==> config.mk <==
export PLATFORM = sky130hd
export DESIGN_NAME = scene_sequencer
export DESIGN_NICKNAME = d
export VERILOG_FILES = /design/src/rtl/scene_pkg.sv /design/src/rtl/vsync_edge.sv /design/src/rtl/scene_sequencer.sv
export SDC_FILE = /design/constraint.sdc
export NUM_CORES = 1
export LEC_CHECK = 0
export ABC_AREA = 1
export CAP_MARGIN = 20
export CORE_MARGIN = 2
export CORE_UTILIZATION = 40
export CTS_CLUSTER_DIAMETER = 150
export CTS_CLUSTER_SIZE = 12
export DETAILED_ROUTE_END_ITERATION = 6
export HOLD_SLACK_MARGIN = 0.15
export PLACE_DENSITY = 0.65
export SKIP_LAST_GASP = 1
export SLEW_MARGIN = 20
export SYNTH_ARGS = -nofsm -noshare
export SYNTH_HDL_FRONTEND = slang
export SYNTH_SLANG_ARGS = --single-unit
==> constraint.sdc <==
create_clock -name clk -period 2.5 [get_ports clk]
set_clock_uncertainty 0.05 [all_clocks]
set_input_delay 0.75 -clock clk [delete_from_list [all_inputs] [get_ports clk]]
set_output_delay 0.75 -clock clk [all_outputs]
set_load 0.02 [all_outputs]
==> src/rtl/scene_pkg.sv <==
// Shared definitions for the black-hole demo scene sequencer and renderer.
// Holds the state encoding, speed mapping and default text geometry.
package scene_pkg;

    typedef enum logic [1:0] {
        ST_HOLD  = 2'd0,
        ST_FALL  = 2'd1,
        ST_FLASH = 2'd2,
        ST_DARK  = 2'd3
    } scene_state_e;

    localparam int unsigned DEF_TEXT_Y_START = 20;
    localparam int unsigned DEF_TEXT_Y_END   = 123;

    // Ring texture phase increment per advance; speed 3 freezes the ring
    function automatic logic [7:0] speed_inc(input logic [1:0] speed);
        case (speed)
            2'd0:    speed_inc = 8'd1;
            2'd1:    speed_inc = 8'd2;
            2'd2:    speed_inc = 8'd4;
            default: speed_inc = 8'd0;
        endcase
    endfunction

endpackage

==> src/rtl/vsync_edge.sv <==
// Registered vsync rising-edge detector producing a one-cycle frame pulse.
// vsync_q resets high so a vsync already high out of reset never ticks.
module vsync_edge (
    input  logic clk,
    input  logic reset,
    input  logic vsync,
    output logic frame_tick
);

    logic vsync_q;

    always_ff @(posedge clk) begin
        if (reset) begin
            vsync_q    <= 1'b1;
            frame_tick <= 1'b0;
        end else begin
            vsync_q    <= vsync;
            frame_tick <= vsync & ~vsync_q;
        end
    end

endmodule

==> src/rtl/scene_sequencer.sv <==
// Frame-rate scene controller: HOLD -> FALL -> FLASH -> DARK -> HOLD.
// Advances once per frame tick, with pause, single-step and ring-speed control.
module scene_sequencer
    import scene_pkg::*;
#(
    parameter int unsigned TEXT_Y_START = DEF_TEXT_Y_START,
    parameter int unsigned TEXT_Y_END   = DEF_TEXT_Y_END,
    parameter int unsigned FALL_STEP    = 2,
    parameter int unsigned HOLD_FRAMES  = 120,
    parameter int unsigned FLASH_FRAMES = 16
) (
    input  logic        clk,
    input  logic        reset,
    input  logic        vsync,
    input  logic        pause,
    input  logic        step,
    input  logic [1:0]  speed,
    output logic        frame_tick,
    output logic [15:0] frame_cnt,
    output logic [7:0]  ring_phase,
    output logic [9:0]  text_y,
    output logic        text_en,
    output logic        flash,
    output logic [1:0]  state
);

    localparam logic [9:0]  Y_START    = 10'(TEXT_Y_START);
    localparam logic [10:0] Y_END      = 11'(TEXT_Y_END);
    localparam logic [10:0] Y_STEP     = 11'(FALL_STEP);
    localparam logic [7:0]  HOLD_LAST  = 8'(HOLD_FRAMES - 1);
    localparam logic [7:0]  FLASH_LAST = 8'(FLASH_FRAMES - 1);

    scene_state_e state_q, state_d;
    logic [7:0]   dwell_q, dwell_d;
    logic [9:0]   text_y_d;
    logic [10:0]  fall_sum;
    logic         step_pending;
    logic         adv;

    vsync_edge u_vsync_edge (
        .clk        (clk),
        .reset      (reset),
        .vsync      (vsync),
        .frame_tick (frame_tick)
    );

    assign adv      = frame_tick & (~pause | step | step_pending);
    assign fall_sum = {1'b0, text_y} + Y_STEP;
    assign state    = state_q;

    always_comb begin
        state_d  = state_q;
        dwell_d  = dwell_q;
        text_y_d = text_y;
        if (adv) begin
            case (state_q)
                ST_HOLD: begin
                    text_y_d = Y_START;
                    if (dwell_q == HOLD_LAST) begin
                        state_d = ST_FALL;
                        dwell_d = '0;
                    end else begin
                        dwell_d = dwell_q + 8'd1;
                    end
                end
                ST_FALL: begin
                    // 11-bit sum so a large step near the end cannot wrap past the clamp
                    if (fall_sum >= Y_END) begin
                        text_y_d = Y_END[9:0];
                        state_d  = ST_FLASH;
                        dwell_d  = '0;
                    end else begin
                        text_y_d = fall_sum[9:0];
                    end
                end
                ST_FLASH: begin
                    if (dwell_q == FLASH_LAST) begin
                        state_d = ST_DARK;
                        dwell_d = '0;
                    end else begin
                        dwell_d = dwell_q + 8'd1;
                    end
                end
                default: begin
                    if (dwell_q == HOLD_LAST) begin
                        state_d  = ST_HOLD;
                        dwell_d  = '0;
                        text_y_d = Y_START;
                    end else begin
                        dwell_d = dwell_q + 8'd1;
                    end
                end
            endcase
        end
    end

    always_ff @(posedge clk) begin
        if (reset) begin
            state_q      <= ST_HOLD;
            dwell_q      <= '0;
            text_y       <= Y_START;
            text_en      <= 1'b1;
            flash        <= 1'b0;
            frame_cnt    <= '0;
            ring_phase   <= '0;
            step_pending <= 1'b0;
        end else begin
            state_q <= state_d;
            dwell_q <= dwell_d;
            text_y  <= text_y_d;
            text_en <= (state_d == ST_HOLD) || (state_d == ST_FALL);
            flash   <= (state_d == ST_FLASH);
            if (frame_tick)
                step_pending <= 1'b0;
            else if (step)
                step_pending <= 1'b1;
            if (adv) begin
                frame_cnt  <= frame_cnt + 16'd1;
                ring_phase <= ring_phase + speed_inc(speed);
            end
        end
    end

endmodule

==> metrics.md <==
| Metric | Value |
|---|---|
| Run status | `finished, final reports clean` |
| DRT Wirelength | `5.908 mm` |
| Area of the die | `0.007285 sq mm` |
| Die width | `85.36 um` |
| CP arrival | `2.52 ns` |
| Area grow syn2layout | `28.83%` |
| TritonCTS Sinks | `49` |
| Placement Cell Area | `0.003311 sq mm` |
| Vias/cell | `4.880` |
| Final core utilization | `53.41%` |
| Core region area | `0.006386 sq mm` |
| Worst-path fanout max | `2` |
| Place WS | `-0.1647 ns` |
| Post-DRT Antenna Nets | `0` |
| Family with the most delay on the worst path | `buffers and inverters` |
| GRT overflow | `0` |
| Pin count of the biggest net entering global routing | `17` |
| GRT Overall Usage | `17.15%` |
| Initial core utilization | `41.46%` |
| Post-synth EDFFs | `0` |
| Yosys cell types | `34` |
| Dpl hpwl | `4.533 mm` |
| TritonCTS clock tree | `done` |
| Dominant cells by area after synthesis | `dfxtp_1 (37%), nand2_1 (11%), nor2_1 (7.5%), inv_1 (6.9%), a21oi_1 (5.5%)` |
| Synthesized flop and latch total | `49` |
| Max_slew headroom | `79.49%` |
| Tcrit/Tclk final | `93.53%` |
| Power Total | `1.368 mW` |
| CTS root buf | `clkbuf_8` |
| Non-Filler Instances | `526` |
| Predominant post-synthesis flop cell | `dfxtp_1` |
| RD Place Congestion | `0.8357` |
| Critical path, cell by cell | `clkdlybuf4s50_1 > nor2_1 > ha_1 > inv_1 > fa_1 > nor2_1 > nor2_1 > nor2_1 > buf_4 > a31oi_1 > nor3_1` |
| RSZ-0062 raised after global routing | `no` |
| Mapped cell area | `0.002648 sq mm` |
| Maxcap violations | `0` |
| Crit-path max cell delay | `0.41 ns` |
| CTS H-tree depth | `2` |
| WL/cell | `11.23 um` |
| Crit path capture type | `register` |
| Share of async-settable or async-resettable flops after synthesis | `0%` |
| Lkg Pwr | `1.323 nW` |
| Cells after DPL | `518` |
| Worst Path Buf+Inv | `3` |
| VDD IR max | `0.2264 mV` |
| CP Launch Type | `primary input` |
| WHS | `0.3475 ns` |
| Endpoints failing setup | `0` |
| Die height | `85.36 um` |
| Highest Clock Rate | `427.7 MHz` |
| Initial antenna violation count | `0` |
| Clock latency at the later pin of the worst-skew pair | `0.30 ns` |
| Yosys warns | `0` |
| Crit path time final | `2.338 ns` |
| Post-Synthesis Cells | `383` |
| Worst path most repeated cell | `nor2_1` |
| Post-Syn Area per Cell | `6.913 sq um` |
| Sequential share of the synthesized area | `37.05%` |
| DR pass1 iterations | `4` |
| Commonest non-fill, non-tap cell in the layout | `nand2_1` |
| Number of global-route vias before repair | `2364` |
| Post-synth top area share | `37.05%` |
| Num CTS Buffers | `5` |
| Fill count | `639` |
| Final Hold Fails | `0` |
| First-pass GRT wire length | `10.22 mm` |
| Worst hold path type | `reg -> reg` |
| Finished Cell Area | `0.003411 sq mm` |
| Worst path required time | `2.68 ns` |
| Worst-margin pin slew | `0.3044 ns` |
| Total Neg Setup Slack | `0 ns` |
| Max Slew Vio Count | `0` |
| CP Class | `in -> reg` |
| Drc violations | `0` |
| NumNets Final | `468` |
| Num rows | `29` |
| Area leader, netlist | `dfxtp_1` |
| Most frequent cells in the layout | `nand2_1 (75), nor2_1 (52), inv_1 (49), dfxtp_1 (49), clkdlybuf4s50_1 (44)` |
| Io pins | `46` |
| Power Density | `401.2 mW/mm^2` |
| Antenna diodes | `0` |
| Share of cells above drive strength 1 | `10.69%` |
| Vias | `2567` |
| DRT iter0 DRCs | `136` |
| Setup WS post-layout | `0.1618 ns` |
| CTS clock-pin slew for the worst setup and hold paths | `0.09 ns` |
| Synth Net Count | `402` |
| PortBufs | `45` |
| Maximum root-to-sink buffer count | `2` |
| Slowest-stage cell, CP | `clkdlybuf4s50_1` |
## sequential cells by signal (all words and copies together) (netlist names)
name	flops
state	2
ring_phase	8
dwell_q	8
u_vsync_edge.frame_tick	1
flash	1
frame_cnt	16
text_en	1
step_pending	1
text_y	10
u_vsync_edge.vsync_q	1
## worst paths after layout
check,startpoint,slack [ns],end,cells after the start
max,speed[1],0.16,ring_phase[6],11
min,u_vsync_edge.vsync_q,0.35,u_vsync_edge.frame_tick,1
max reg2reg,text_y[1],0.53,dwell_q[6],12
min reg2reg,u_vsync_edge.vsync_q,0.35,u_vsync_edge.frame_tick,1
## cell usage after synthesis, types with 2 or more instances
master,count
nand2_1,76
nor2_1,53
dfxtp_1,49
inv_1,49
a21oi_1,29
o21ai_0,27
nand3_1,17
nor3_1,15
ha_1,11
nand4_1,6
nand3_2,5
nor2_2,5
clkbuf_1,4
xnor2_1,4
xor2_1,4
inv_2,3
nand2_2,3
a31oi_1,2
and3_1,2
o211ai_1,2
o21a_1,2
o21ai_1,2
o22ai_1,2
## repair_timing
action,in CTS,in global routing
setup endpoints to repair,0,2
gates resized for setup,0,3
buffers inserted,0,1
hold buffers,0,0
## power by group
part	internal [mW]	switching, mW	leakage (nW)
combinational	0.0481	0.0587	0.886
clock	0.193	0.271	0.0402
sequential	0.789	0.00804	0.396
## cell families after synthesis
logic type / synth area share [%]
compound gates: 14.60
simple gates: 31.43
xor+xnor: 2.646
buf+inv: 8.318
fa+ha+maj: 5.955
flops: 37.05
## final cells by class
| class | count | area [sq um] | area share (%) |
|---|---|---|---|
| multi-input combinational | 276 | 1451 | 42.55 |
| clock buffer | 5 | 68.82 | 2.018 |
| timing repair buffer | 64 | 595.6 | 17.46 |
| sequential | 49 | 980.9 | 28.76 |
| tap | 77 | 96.34 | 2.825 |
| inverter | 53 | 201.4 | 5.906 |
| clock inverter | 2 | 16.27 | 0.4769 |
## worst reg2reg max path: stages (launching register included)
cell	delay (ns)
dfxtp_1	0.46
ha_1	0.25
nand2_1	0.08
nor2_2	0.13
nand2_1	0.07
nand2_1	0.07
nand3_2	0.08
nor2_4	0.15
nand3_2	0.13
nand2_4	0.16
inv_4	0.07
o21ai_1	0.08
a21oi_1	0.08
## layer usage
metal / routed length [um] / vias to the layer above / global-route usage (%) / share of wire [%]
met4: 51 / 0 / 5.483 / 0.86
li1: - / 1373 / - / -
met2: 2693 / 46 / 27.56 / 46
met3: 247 / 5 / 4.183 / 4.2
met5: 0 / - / 0 / 0
met1: 2915 / 1143 / 22.68 / 49
Power figures use the tool's default switching activity.
